`src/rtl/add_serial_seq.sv`:
```
// add_serial_seq: bit-serial add sequencer.
// A WIDTH-bit operand pair is latched on accept and summed one bit per cycle
// (LSB first) through a single full-adder stage with a registered carry.
// The completed sum and carry-out are published once, when SHIFT ends.
// Optional feature macro: ADD_SERIAL_SEQ_SUB_EN adds the 'sub' port (A - B).
module add_serial_seq #(
    parameter int WIDTH = 4
) (
    input  logic             clk,
    input  logic             rst_n,
    input  logic             start,
    input  logic [WIDTH-1:0] a,
    input  logic [WIDTH-1:0] b,
    input  logic             carry_in,
`ifdef ADD_SERIAL_SEQ_SUB_EN
    input  logic             sub,
`endif
    output logic             ready,
    output logic             busy,
    output logic             done,
    output logic [WIDTH-1:0] sum,
    output logic             carry_out
);

    // Counter needs to reach WIDTH-1; keep at least one bit for WIDTH=1.
    localparam int CW = (WIDTH > 1) ? $clog2(WIDTH) : 1;

    typedef enum logic [1:0] {
        ST_IDLE  = 2'd0,
        ST_SHIFT = 2'd1,
        ST_DONE  = 2'd2
    } state_t;

    state_t           state_r;
    state_t           state_next_s;
    logic [WIDTH-1:0] a_r;
    logic [WIDTH-1:0] b_r;
    logic [WIDTH-1:0] res_r;
    logic [WIDTH-1:0] sum_r;
    logic             carry_r;
    logic             carry_out_r;
    logic [CW-1:0]    cnt_r;

    logic             accept_s;
    logic             last_step_s;
    logic             bit_sum_s;
    logic             bit_carry_s;
    logic [WIDTH-1:0] res_next_s;
    logic [WIDTH-1:0] b_load_s;
    logic             c_load_s;

    // One-bit full adder: sum output.
    function automatic logic fa_sum(input logic x, input logic y, input logic ci);
        return x ^ y ^ ci;
    endfunction

    // One-bit full adder: carry output.
    function automatic logic fa_carry(input logic x, input logic y, input logic ci);
        return (x & y) | ((x ^ y) & ci);
    endfunction

    assign accept_s    = (state_r == ST_IDLE) && start;
    assign last_step_s = (cnt_r == CW'(WIDTH - 1));
    assign bit_sum_s   = fa_sum(a_r[0], b_r[0], carry_r);
    assign bit_carry_s = fa_carry(a_r[0], b_r[0], carry_r);

    // Operand B / carry selection at accept; subtraction is A + ~B + 1.
`ifdef ADD_SERIAL_SEQ_SUB_EN
    assign b_load_s = sub ? ~b : b;
    assign c_load_s = sub ? 1'b1 : carry_in;
`else
    assign b_load_s = b;
    assign c_load_s = carry_in;
`endif

    // New result bit enters at the MSB; earlier bits move toward the LSB.
    always_comb begin
        res_next_s            = res_r >> 1;
        res_next_s[WIDTH-1]   = bit_sum_s;
    end

    // FSM state register.
    always_ff @(posedge clk or negedge rst_n) begin
        if (!rst_n) begin
            state_r <= ST_IDLE;
        end else begin
            state_r <= state_next_s;
        end
    end

    // FSM next-state logic.
    always_comb begin
        state_next_s = state_r;
        case (state_r)
            ST_IDLE: begin
                if (start) begin
                    state_next_s = ST_SHIFT;
                end else begin
                    state_next_s = ST_IDLE;
                end
            end
            ST_SHIFT: begin
                if (last_step_s) begin
                    state_next_s = ST_DONE;
                end else begin
                    state_next_s = ST_SHIFT;
                end
            end
            ST_DONE: begin
                state_next_s = ST_IDLE;
            end
            default: begin
                state_next_s = ST_IDLE;
            end
        endcase
    end

    // Datapath: operand latch on accept, one bit step per SHIFT cycle,
    // and result publication on the final step.
    always_ff @(posedge clk or negedge rst_n) begin
        if (!rst_n) begin
            a_r         <= {WIDTH{1'b0}};
            b_r         <= {WIDTH{1'b0}};
            res_r       <= {WIDTH{1'b0}};
            sum_r       <= {WIDTH{1'b0}};
            carry_r     <= 1'b0;
            carry_out_r <= 1'b0;
            cnt_r       <= {CW{1'b0}};
        end else if (accept_s) begin
            a_r     <= a;
            b_r     <= b_load_s;
            carry_r <= c_load_s;
            cnt_r   <= {CW{1'b0}};
        end else if (state_r == ST_SHIFT) begin
            a_r     <= a_r >> 1;
            b_r     <= b_r >> 1;
            carry_r <= bit_carry_s;
            res_r   <= res_next_s;
            cnt_r   <= cnt_r + CW'(1);
            if (last_step_s) begin
                sum_r       <= res_next_s;
                carry_out_r <= bit_carry_s;
            end
        end
    end

    assign ready     = (state_r == ST_IDLE);
    assign busy      = (state_r == ST_SHIFT);
    assign done      = (state_r == ST_DONE);
    assign sum       = sum_r;
    assign carry_out = carry_out_r;

endmodule

```
`config.mk`:
```
export PLATFORM = sky130hd
export DESIGN_NAME = add_serial_seq
export DESIGN_NICKNAME = d
export VERILOG_FILES = /design/src/rtl/add_serial_seq.sv
export SDC_FILE = /design/constraint.sdc
export NUM_CORES = 1
export LEC_CHECK = 0
export CORE_UTILIZATION = 35
export CTS_CLUSTER_SIZE = 12
export DETAILED_ROUTE_END_ITERATION = 12
export SLEW_MARGIN = 20
export SYNTH_ARGS = -nofsm -noshare
export SYNTH_HDL_FRONTEND = slang
export SYNTH_SLANG_ARGS = --single-unit
```
`constraint.sdc`:
```
create_clock -name clk -period 1.7 [get_ports clk]
set_input_delay 0.425 -clock clk [delete_from_list [all_inputs] [get_ports clk]]
set_output_delay 0.425 -clock clk [all_outputs]
set_load 0.005 [all_outputs]
```
==> results by group <==
Layout
  – Area delta synth->final: 33.0%
  – Non-filler cells, final: 149
  – # diodes: 0
  – Fin area: 1280 um2
  – Proportion of layout cells with a drive suffix above 1: 23.5%
  – Nets@finish: 134
  – Filler cell count in the final layout: 237
  – Util after Layout: 50.5%

Critical path
  – Crit Path Max Fanout: 2
  – Kind of critical path: register to primary output
  – Worst r2r path cells: 5
  – WP buf/inv: 1
  – Reg2Reg Launch Point: state_r[1]
  – CP delay by family, top: buffers and inverters
  – Crit-path cells: clkdlybuf4s50_1
  – WP data required: 1270 ps
  – Reg2reg setup slack: 260 ps
  – Startpoint types: register
  – CP Capture Type: primary output
  – Reg-to-Reg End: a_r[2]
  – Worst path slowest cell: clkdlybuf4s50_1
  – Worst path max stage delay: 510 ps
  – CP arrival: 1200 ps

Routing
  – Vias: 756
  – Remaining antenna violation count: 0
  – First-pass DRT Iterations: 4
  – # DRC: 0
  – Avg WL per Cell: 13.6 um
  – Initial DRC count: 12
  – Via-per-instance ratio: 5.07
  – Final wirelength: 2020 um

Timing
  – Least-Margin Pin Slew: 289 ps
  – Min cycle time layout: 1630 ps
  – Worst hold slack: 442 ps
  – Setup WS post-layout: 70.4 ps
  – Final Slew Violations: 0
  – Max Clock Freq: 0.614 GHz
  – Number of hold violations in the final report: 0
  – Final TNS setup: 0 ps
  – Final worst-path cycle share: 95.9%
  – Unrepaired setup endpoints after global routing: false
  – Setup-failing EPs final: 0
  – Max-slew headroom: 80.5%
  – Clock skew: 3.98 ps

Floorplanning
  – Starting Density: 38.0%
  – Total I/O pin count: 20
  – Row count: 18
  – Die area: 2970 um2
  – Chip width: 54.5 um
  – Core area: 2540 um2
  – Die height: 54.5 um

Run
  – Max Cap Viol: 0

Placed design
  – Final HPWL DP: 1330 um
  – Setup slack at placement: 47.2 ps
  – Port-buffer cells: 19
  – Inst Count DP: 140
  – GP Congestion: 0.730
  – Dpl cell area: 1210 um2

Clock tree
  – TritonCTS clock tree: built
  – Root buffer cell: clkbuf_4
  – Clock sinks: 21
  – CTS Buf Count: 3
  – CTS clk-pin slew, worst paths: 120 ps
  – CTS Buffer Depth: 2
  – Skew-Pair Late Insertion Delay: 310 ps
  – Depth of the CTS H-tree: 1

Power and ir drop
  – NetSw: 836 uW
  – Leak: 0.608 nW
  – Switch share: 36.4%
  – Tot Pwr: 2.30 mW
  – Power Internal: 1.46 mW
  – Clock network power share: 10.9%
  – Worst IR Drop VDD: 1.06 mV
  – Seq pwr share: 40.0%
  – PD cells: 1790 nW/um2
  – Comb power frac: 49.1%

GRT
  – Remaining Overflow, GRT: 0
  – GRT Util Overall: 17.4%
  – Largest net degree at the start of global routing: 22
  – Initial antenna violation count: 0
  – First-pass GRT wire length: 3500 um
  – Vias in the first global route: 734

Yosys
  – Mapped Area: 966 um2
  – Cell variety after synth: 24
  – Leading cell types by total area after synthesis: dfrtp_1 (54%), mux2_4 (7.8%), nor3_1 (5.7%), nand2_1 (5.4%), nor2b_1 (4.5%)
  – Post-Syn Instances: 90
  – Synth Net Count: 104
  – Syn Area/Cell: 10.7 um2
  – Sequential-to-total area share from yosys stat: 54.4%
  – Synth warn: 0
  – Yosys top cell by area: dfrtp_1
  – Register bit total from synthesis: 21
  – Post-synth top area share: 54.4%

Worst hold path
  – HP Class: primary input to async pin

Status
  – Status: completed
## registers in the layout, indices dropped and copies added (netlist names)
register / cells
a_r: 4
b_r: 4
carry_out: 1
carry_r: 1
cnt_r: 2
res_r: 3
state_r: 2
sum: 4
## worst max path at each step
stage	startpoint	endpoint	slack (ps)	cells past startpoint
after CTS	state_r[1]	done	-160	2
final	sum[2]	sum[2]	70	1
after global routing	sum[2]	sum[2]	7	1
after floorplan	state_r[1]	done	370	3
after detailed placement	start	b_r[2]	50	4
after global placement	start	carry_r	80	4
## power by group through the flow
stage | logic, mW | registers, mW | clock network, mW
2_1_floorplan | 0.672 | 0.894 | 0
3_3_place_gp | 1.01 | 0.933 | 0
3_5_place_dp | 1.05 | 0.941 | 0
4_1_cts | 1.11 | 0.933 | 0.264
5_1_grt | 1.27 | 0.959 | 0.279
6_report | 1.13 | 0.919 | 0.250
## cells by family (layout without fill, tap and decap cells)
kind of cell / after synthesis / count (layout) / share of synthesized area (%)
and+or+nand+nor: 42 / 42 / 22.1
muxes: 5 / 5 / 7.77
adders and majority gates: 2 / 2 / 3.37
DFF: 21 / 21 / 54.4
AOI/OAI and AO/OA: 13 / 13 / 9.07
buffers and inverters: 7 / 36 / 3.24
## layout by cell type (no fill, tap or decap), drive strengths merged
master and count:
fa 1, a32oi 2, ha 1, or2 1, o21a 1, nor3 11, buf 11, dlymetal6s2s 1
clkbuf 4, nor4b 1, mux2 5, nand2 15, clkdlybuf4s50 16, clkinv 2, o32a 1, a21oi 2
o21ai 1, nor2 4, dfrtp 21, nand2b 3, inv 2, nor2b 7, o22ai 6
## layout make-up
| cell class | count | area, um2 | share of cell area [%] |
|---|---|---|---|
| Sequential cell | 21 | 528 | 41.1 |
| Multi-Input combinational cell | 62 | 422 | 32.8 |
| Timing Repair Buffer | 29 | 258 | 20.1 |
| Tap cell | 30 | 37.5 | 2.92 |
| Clock buffer | 3 | 22.5 | 1.75 |
| Inverter | 3 | 12.5 | 0.974 |
| Clock inverter | 1 | 5.00 | 0.389 |
## cell usage after synthesis
master,instances
clkbuf_2,1
nor4b_1,1
nand2_4,1
o21ai_0,1
ha_1,1
nand2_1,14
o22ai_1,6
clkinv_2,1
inv_1,2
buf_2,2
o32a_1,1
a32oi_1,2
nor2b_1,7
mux2_4,5
dfrtp_1,21
fa_1,1
a21oi_1,2
clkbuf_1,1
nor2_1,4
nor3_1,11
or2_2,1
o21a_1,1
nand2b_1,2
nand2b_2,1
## metal layers
metal | up-vias | wire length (um) | GRT usage, %
met2 | 20 | 945 | 28.3
met3 | 2 | 94 | 5.83
met5 | - | 0 | 0
met1 | 363 | 961 | 21.9
li1 | 371 | - | -
met4 | 0 | 21 | 5.13
## timing repair
action                                  CTS  global route
buffers inserted                          3             3
endpoints found under the setup margin    3             2
gates resized for setup                   9             4
pin swaps                                 0             0
hold buffers                              0             0
Note: power is estimated with default switching activity, not from simulation.
